**src/rtl/inst_fetch_pkg.sv**
```systemverilog
// Shared types and widths for the instruction fetch controller.
//   fetch_state_t : controller state (IDLE / FETCH / HALT)
//   fetch_entry_t : one buffered instruction {data, pc}
package inst_fetch_pkg;

  localparam int unsigned ADDR_W     = 8;
  localparam int unsigned INST_W     = 32;
  localparam int unsigned INST_BYTES = 4;

  typedef enum logic [1:0] {
    IDLE  = 2'd0,
    FETCH = 2'd1,
    HALT  = 2'd2
  } fetch_state_t;

  typedef struct packed {
    logic [INST_W-1:0] data;
    logic [ADDR_W-1:0] pc;
  } fetch_entry_t;

endpackage

```
**src/rtl/fetch_buf.sv**
```systemverilog
// Two-entry FIFO of fetched instructions; slot0 is always the head.
// Ports:
//   clk, rst_n       : clock, synchronous active-low reset
//   push, pop, flush : write new entry / retire head / discard all (flush wins)
//   wr_entry         : entry written on push
//   head             : oldest entry (valid when !empty)
//   count            : number of stored entries (0..2)
//   full, empty      : occupancy flags
module fetch_buf
  import inst_fetch_pkg::*;
(
  input  logic         clk,
  input  logic         rst_n,
  input  logic         push,
  input  logic         pop,
  input  logic         flush,
  input  fetch_entry_t wr_entry,
  output fetch_entry_t head,
  output logic [1:0]   count,
  output logic         full,
  output logic         empty
);

  fetch_entry_t slot0;
  fetch_entry_t slot1;

  assign head  = slot0;
  assign full  = (count == 2'd2);
  assign empty = (count == 2'd0);

  // Shift-register FIFO: a pop moves slot1 into slot0, a push fills the
  // first free slot as seen after that shift.
  always_ff @(posedge clk) begin
    if (!rst_n) begin
      slot0 <= '0;
      slot1 <= '0;
      count <= 2'd0;
    end else if (flush) begin
      count <= 2'd0;
    end else begin
      unique case ({push, pop})
        2'b10: begin
          if (count == 2'd0) slot0 <= wr_entry;
          else               slot1 <= wr_entry;
          count <= 2'(count + 2'd1);
        end
        2'b01: begin
          slot0 <= slot1;
          count <= 2'(count - 2'd1);
        end
        2'b11: begin
          if (count == 2'd1) begin
            slot0 <= wr_entry;
          end else begin
            slot0 <= slot1;
            slot1 <= wr_entry;
          end
        end
        default: ;
      endcase
    end
  end

endmodule

```
**src/rtl/inst_fetch_ctrl.sv**
```systemverilog
// Instruction fetch controller: walks the PC through memory, buffers fetched
// words in a 2-entry FIFO toward decode, and handles redirects and halting.
// Ports:
//   clk, rst_n             : clock, synchronous active-low reset
//   start                  : leave IDLE and begin fetching
//   redirect, redirect_pc  : branch/jump request and target (highest priority)
//   mem_addr, mem_rdata    : instruction memory address (= PC) and read data
//   inst_valid/ready/data/pc : decode handshake and buffered instruction
//   busy, halted           : status
//   misalign_err           : sticky, set by a misaligned redirect target
//   fetch_count            : saturating count of buffered pushes
module inst_fetch_ctrl
  import inst_fetch_pkg::*;
#(
  parameter logic [ADDR_W-1:0] RESET_PC  = 8'h00,
  parameter logic [ADDR_W-1:0] LAST_ADDR = 8'h18
) (
  input  logic              clk,
  input  logic              rst_n,
  input  logic              start,
  input  logic              redirect,
  input  logic [ADDR_W-1:0] redirect_pc,
  output logic [ADDR_W-1:0] mem_addr,
  input  logic [INST_W-1:0] mem_rdata,
  output logic              inst_valid,
  input  logic              inst_ready,
  output logic [INST_W-1:0] inst_data,
  output logic [ADDR_W-1:0] inst_pc,
  output logic              busy,
  output logic              halted,
  output logic              misalign_err,
  output logic [15:0]       fetch_count
);

  fetch_state_t      state;
  logic [ADDR_W-1:0] pc;
  logic              push;
  logic              pop;
  logic [1:0]        count;
  logic [1:0]        cnt_nxt;
  logic              full;
  logic              empty;
  fetch_entry_t      head;

  fetch_buf u_buf (
    .clk      (clk),
    .rst_n    (rst_n),
    .push     (push),
    .pop      (pop),
    .flush    (redirect),
    .wr_entry ({mem_rdata, pc}),
    .head     (head),
    .count    (count),
    .full     (full),
    .empty    (empty)
  );

  assign mem_addr   = pc;
  assign inst_valid = !empty;
  assign inst_data  = head.data;
  assign inst_pc    = head.pc;

  // Handshake decode; a redirect suppresses both sides of the buffer.
  always_comb begin
    pop     = 1'b0;
    push    = 1'b0;
    cnt_nxt = count;
    pop  = !empty && inst_ready && !redirect;
    push = (state == FETCH) && (pc <= LAST_ADDR) && (!full || pop) && !redirect;
    unique case ({push, pop})
      2'b10:   cnt_nxt = 2'(count + 2'd1);
      2'b01:   cnt_nxt = 2'(count - 2'd1);
      default: cnt_nxt = count;
    endcase
  end

  // Controller FSM with registered status outputs.
  always_ff @(posedge clk) begin
    if (!rst_n) begin
      state        <= IDLE;
      pc           <= RESET_PC;
      busy         <= 1'b0;
      halted       <= 1'b0;
      misalign_err <= 1'b0;
      fetch_count  <= 16'd0;
    end else begin
      if (redirect) begin
        state  <= FETCH;
        pc     <= {redirect_pc[ADDR_W-1:2], 2'b00};
        busy   <= 1'b1;
        halted <= 1'b0;
        if (redirect_pc[1:0] != 2'b00) misalign_err <= 1'b1;
      end else begin
        unique case (state)
          IDLE: begin
            busy <= start;
            if (start) state <= FETCH;
          end
          FETCH: begin
            if (pc > LAST_ADDR) begin
              state  <= HALT;
              halted <= 1'b1;
              busy   <= (cnt_nxt != 2'd0);
            end else begin
              busy <= 1'b1;
              if (push) pc <= ADDR_W'(pc + ADDR_W'(INST_BYTES));
            end
          end
          HALT: begin
            busy <= (cnt_nxt != 2'd0);
          end
          default: state <= IDLE;
        endcase
      end
      if (push && (fetch_count != 16'hFFFF)) fetch_count <= 16'(fetch_count + 16'd1);
    end
  end

endmodule
```
**config.mk**
```make
export PLATFORM = sky130hd
export DESIGN_NAME = inst_fetch_ctrl
export DESIGN_NICKNAME = d
export VERILOG_FILES = /design/src/rtl/inst_fetch_pkg.sv /design/src/rtl/fetch_buf.sv /design/src/rtl/inst_fetch_ctrl.sv
export SDC_FILE = /design/constraint.sdc
export NUM_CORES = 1
export LEC_CHECK = 0
export BUFFER_PORTS_ARGS = -buffer_cell sky130_fd_sc_hd__buf_2
export CAP_MARGIN = 40
export CORE_ASPECT_RATIO = 2
export CORE_UTILIZATION = 30
export CTS_BUF_LIST = sky130_fd_sc_hd__clkbuf_2
export DETAILED_ROUTE_END_ITERATION = 12
export PLACE_DENSITY = 0.57
export SYNTH_ARGS = -nofsm -noshare
export SYNTH_HDL_FRONTEND = slang
export SYNTH_SLANG_ARGS = --single-unit
```
**constraint.sdc**
```tcl
create_clock -name clk -period 3.2 [get_ports clk]
set_input_delay 0 -clock clk [delete_from_list [all_inputs] [get_ports clk]]
set_output_delay 0 -clock clk [all_outputs]
set_load 0.01 [all_outputs]
```
* After elaboration in Yosys (flattened, before gate mapping)
Cells that the tools add are included.
** Storage, ports and cells
- Register bits after elaboration :: 111
- Bits of input ports :: 45
- Output and inout port bits :: 68
- Logic and storage cells :: 86
** Operators by class
- Add/subtract/negate cells :: 4
- Order comparisons :: 2
- Eq/ne operators :: 17
- Multiplexer cells :: 18
- Bitwise logic cells :: 4
- Reduce and logical (&&, ||, !) cells :: 28
** Operator list (number)
- $mux 40 :: 4
- $pmux 40 s3 :: 1
- $pmux 40 s2 :: 1
- $mux 8 :: 4
- $add 16x1->16 const B :: 1
- $ne 16x16->1 const B :: 1
- $reduce_and 3->1 :: 5
- $ne 2x2->1 const B :: 6
- $reduce_bool 2->1 :: 5
- $add 8x3->8 const B :: 1
- $eq 2x2->1 const B :: 4
- $gt 8x5->1 const B :: 1
- $le 8x5->1 const B :: 1
- $eq 2x1->1 const B :: 3
- $logic_and 1x1->1 :: 6
- $pmux 2 s3 :: 1
- $logic_not 2->1 :: 2
- $mux 2 :: 2
- $not 1->1 :: 4
- $pmux 2 s2 :: 1
- $reduce_and 2->1 :: 2
- $reduce_and 4->1 :: 1
- $reduce_bool 4->1 :: 1
- $logic_not 1->1 :: 3
- other kinds (10) :: 12

* Logic depth before layout (Yosys ltp)
- Depth after elaboration :: 13
- Mapped depth :: 13
- Mapped depth without buffers :: 11

* Cells and area by module
Synthesis repeated with hierarchy kept, for this count alone.
** Second synthesis, totals
- Cells, all modules :: 627
- Area total of the unflattened synthesis :: 5365.1 µm²
** By module, submodules not included
- fetch_buf :: times used 1, cells an instance 454, area each 3890.0 µm², seq. area each 1641.6 µm²
- inst_fetch_ctrl :: times used 1, cells an instance 173, area each 1475.2 µm², seq. area each 540.5 µm²

* Worst setup path after synthesis
No wires, ideal clock.
- Path type :: register to register
- Start point :: reg pc[2] (netlist: mem_addr[2])
- End point :: reg u_buf.slot0 (netlist bit u_buf.head[15])
- Setup time :: 0.132 ns
- Arrival time :: 2.658 ns
- Required time :: 3.068 ns
- Path slack :: 0.410 ns
- Stages on the path, launching flop included :: 14
- Path buffers :: 2
- Period minus slack after synthesis :: 2.790 ns
- Path through :: dfxtp_1 > inv_1 > ha_1 > nand3b_1 > o211a_1 > nand2_1 > inv_1 > ha_1 > nor2b_1 > or3_1 > clkbuf_1 > clkbuf_1 > a221oi_1 > nor3_1
** On the way
- Word-level cells in the longest chain between the ends :: 7
- Elaborated cells between the ends (all ways) :: 11
- Those cells by class :: 1 x order compare; 4 x eq/ne; 1 x mux; 5 x reduce/logical
** RTL lines
- start, declared :: RTL line inst_fetch_ctrl.sv:36 : logic [ADDR_W-1:0] pc;
- start signal, assigned :: RTL line inst_fetch_ctrl.sv:89 : pc <= {redirect_pc[ADDR_W-1:2], 2'b00};
- start signal, assigned :: RTL line inst_fetch_ctrl.sv:106 : if (push) pc <= ADDR_W'(pc + ADDR_W'(INST_BYTES));
- $le 8x5->1 * :: RTL line inst_fetch_ctrl.sv:69 : push = (state == FETCH) && (pc <= LAST_ADDR) && (!full || pop) && !redirect;
- $logic_and 1x1->1 * (3 in a row) :: RTL line inst_fetch_ctrl.sv:69
- $eq 2x2->1 or $eq 2x1->1 (tied branches) :: RTL line fetch_buf.sv:41 : unique case ({push, pop})
- $ne 2x2->1 (no source line) or $reduce_bool 3->1 (tied branches)
- $reduce_and 3->1 (no source line)
- end signal, assigned :: RTL line fetch_buf.sv:43 : if (count == 2'd0) slot0 <= wr_entry;
- end signal, assigned :: RTL line fetch_buf.sv:48 : slot0 <= slot1;
- end signal, assigned :: RTL line fetch_buf.sv:53 : slot0 <= wr_entry;
- end, declared :: RTL line fetch_buf.sv:24 : fetch_entry_t slot0;
Mark *: on every way between the ends. The rest lies on a longest branch, timed or not.
A chain may end at the register's enable or synchronous reset.

* Worst setup path after layout
- Start point :: reg pc[2] (netlist: mem_addr[2])
- End point :: reg u_buf.slot0 (netlist bit u_buf.head[9])
Same word-level chain as after synthesis.

==> results.yml <==
worst_setup_path:
  reg2reg_slack_ps: 250
  r2r_end: "u_buf.head[9]"
  cp-startpoint: "mem_addr[2]"
  worstPathRequired_ps: 3700
  r2r_cells: 12
  critPathLaunchType: "register"
  critPathMaxFanout: 38
  arrival_ps: 3450
  path_class: "register to register"
  r2r-start: "mem_addr[2]"
  cp-end-kind: "register"
timing:
  finalMaxSlewViolations: 0
  fmax_mhz: 339
  period_share: 0.921
  fin_crit_ps: 2950
  worstMarginPinSlew_ps: 595
  hold_slack_ps: 123
  rsz0062_at_grt: "false"
  fin_skew_ps: 43.1
  slew_headroom: 0.603
  setup_viol: 0
  tns_ps: 0
  finalHoldViolations: 0
clocking:
  cts_tree: "done"
  cts_sinks: 105
  insertion_delay_ps: 610
  clockBufferDepth: 2
  cts_buffers: 9
  htree_levels: 3
  cts_root_buffer: "clkbuf_2"
  cts.clk_slew.worst_paths_ps: 330
global_routing:
  grt_max_degree: 39
  track_usage: 0.171
  grt_pass1_vias: 4584
  grt_overflow_total: 0
  grt_pass1_wl_um: 22700
  antenna_found_initial: 1
floorplan:
  die_w_um: 90.9
  num_io_pins: 113
  rows: 64
  die_h_um: 180
  core_area_um2: 15400
  die_area_um2: 16300
  initial_core_util: 0.308
place:
  globalplace.congestion: 0.829
  dp_hpwl_um: 9480
  place_inst: 838
  io_buffers: 108
detailed_routing:
  first_iter_violations: 175
  wl_um: 13700
  wl_per_cell_um: 15.2
  viasPerCell: 5.07
  drc_errors: 0
  dr.pass1.iters: 5
  postRouteAntennaNets: 0
  vias: 4589
logic_synthesis:
  ys_ff_latch: 105
  netlist_area_um2: 4740
  ys_types: 48
  ys_top_cells_by_area: "dfxtp_1 (44%), nand2_1 (7.9%), a221oi_1 (7.4%), a21oi_1 (5.2%), nor3_1 (4.2%)"
  synth_edf_count: 0
  synthArstFlopShare: 0
  syn_avg_cell_area_um2: 8.45
  netlist_instances: 561
  yosysTopAreaCellShare: 0.444
  ys_seq_area_frac: 0.444
  ys_warn_count: 0
  synth_largest_area_cell: "dfxtp_1"
  ys.flop_type: "dfxtp_1"
hold_path:
  hp-class: "primary input to register"
  hold_depth: 4
  hold_start: "mem_rdata[15]"
  hold_end: "u_buf.slot1[23]"
power_and_ir_drop:
  power_leakage_nw: 2.39
  p_per_area_nw_per_um2: 387
  ir_worst_vdd_mv: 0.247
layout:
  drive_gt1_frac: 0.220
  area_delta_synth_final_pct: 28.9
  final_common_cell: "buf_2"
  final_nets: 759
  final_cells: 905
  final_cell_mix: "buf_2 (108), dfxtp_1 (105), nand2_1 (100), a21oi_1 (49), dlygate4sd3_1 (49)"
  fillers: 1605
status:
  status: "completed"
job:
  drv_cap: 0
[layout make-up]
class,instances,area [µm²],area share
well taps,198,248,0.0406
diodes,1,2.50,0.000410
repair buffers,175,1200,0.197
multi-input cells,394,2380,0.390
clock buffers,9,45.0,0.00738
clock inverters,7,65.1,0.0107
flip-flops and latches,105,2100,0.344
inverters,16,60.1,0.00984
[repair_timing]
action,in CTS,in global routing
buffers inserted,0,1
hold buffers,49,0
endpoints found under the setup margin,0,34
gates resized for setup,0,3
hold endpoints to repair,91,0
[state kept, by name, summed over array words and instances, names as in the netlist]
signal	count
state	2
busy	1
mem_addr	6
u_buf.slot1	38
u_buf.head	38
misalign_err	1
u_buf.count	2
fetch_count	16
halted	1
[through the flow]
step	utilization	cell area (µm²)	power (mW)	setup slack, ps
floorplan	-	4750	1.59	410
global placement	0.354	5440	1.70	341
detailed placement	0.357	5480	1.72	212
CTS	0.396	6080	2.40	170
global route	0.397	6110	2.49	44.5
finish	0.397	6110	2.37	254
[worst max path at each step]
stage	end	slack [ps]	depth (start not counted)
6_report	u_buf.head[9]	250	12
5_1_grt	u_buf.head[9]	40	12
4_1_cts	u_buf.head[9]	170	12
3_5_place_dp	u_buf.head[9]	210	12
3_3_place_gp	u_buf.head[9]	340	12
2_1_floorplan	u_buf.head[15]	410	13
[cells by family (layout without fill, tap and decap cells)]
| kind of cell | after synthesis | count (layout) | synth area share |
|---|---|---|---|
| flip-flops | 105 | 105 | 0.444 |
| multiplexers | 16 | 16 | 0.0338 |
| adder cells (fa/ha/maj) | 13 | 13 | 0.0343 |
| XOR/XNOR | 1 | 1 | 0.00185 |
| AO/OA/AOI/OAI | 117 | 117 | 0.170 |
| other | 1 | 5 | 0.000791 |
| buffers and inverters | 65 | 207 | 0.0631 |
| AND/OR/NAND/NOR | 243 | 243 | 0.253 |
[power breakdown]
part,switching [mW],total (mW),leakage (nW),internal [mW]
clock network,0.501,0.622,0.0652,0.121
logic,0.190,0.352,1.47,0.163
registers,0.0336,1.39,0.851,1.36
[synth_stat cells, types with 3 or more instances]
cell and instances:
a21oi_1 49, nand2_1 100, or3_1 3, inv_1 16, and4_1 3, o21ai_0 8
buf_2 14, buf_4 4, mux2i_1 16, nor4_1 6, nor3_1 40, dfxtp_1 105
nor4_2 4, clkbuf_1 24, nand3_1 6, a221oi_1 40, ha_1 13, nand4_1 6
nand2b_1 14, o31ai_1 4, nor2_1 46, buf_6 3, buf_1 4
[metal layers]
metal | GRT usage | vias up | wire [µm]
met3 | 0.0241 | 19 | 568
met1 | 0.182 | 2188 | 5300
met5 | 0 | - | 0
li1 | - | 2259 | -
met2 | 0.328 | 123 | 7570
met4 | 0.0673 | 0 | 285
[critical path: stages (launching register included)]
cell,delay (ps)
dfxtp_1,530
inv_1,80
ha_1,190
nand3b_1,260
o211a_1,250
nand2_1,140
inv_1,90
ha_1,200
nor2b_1,150
or3_1,320
buf_6,210
a221oi_1,350
nor3_1,90
Power figures use the tool's default switching activity.
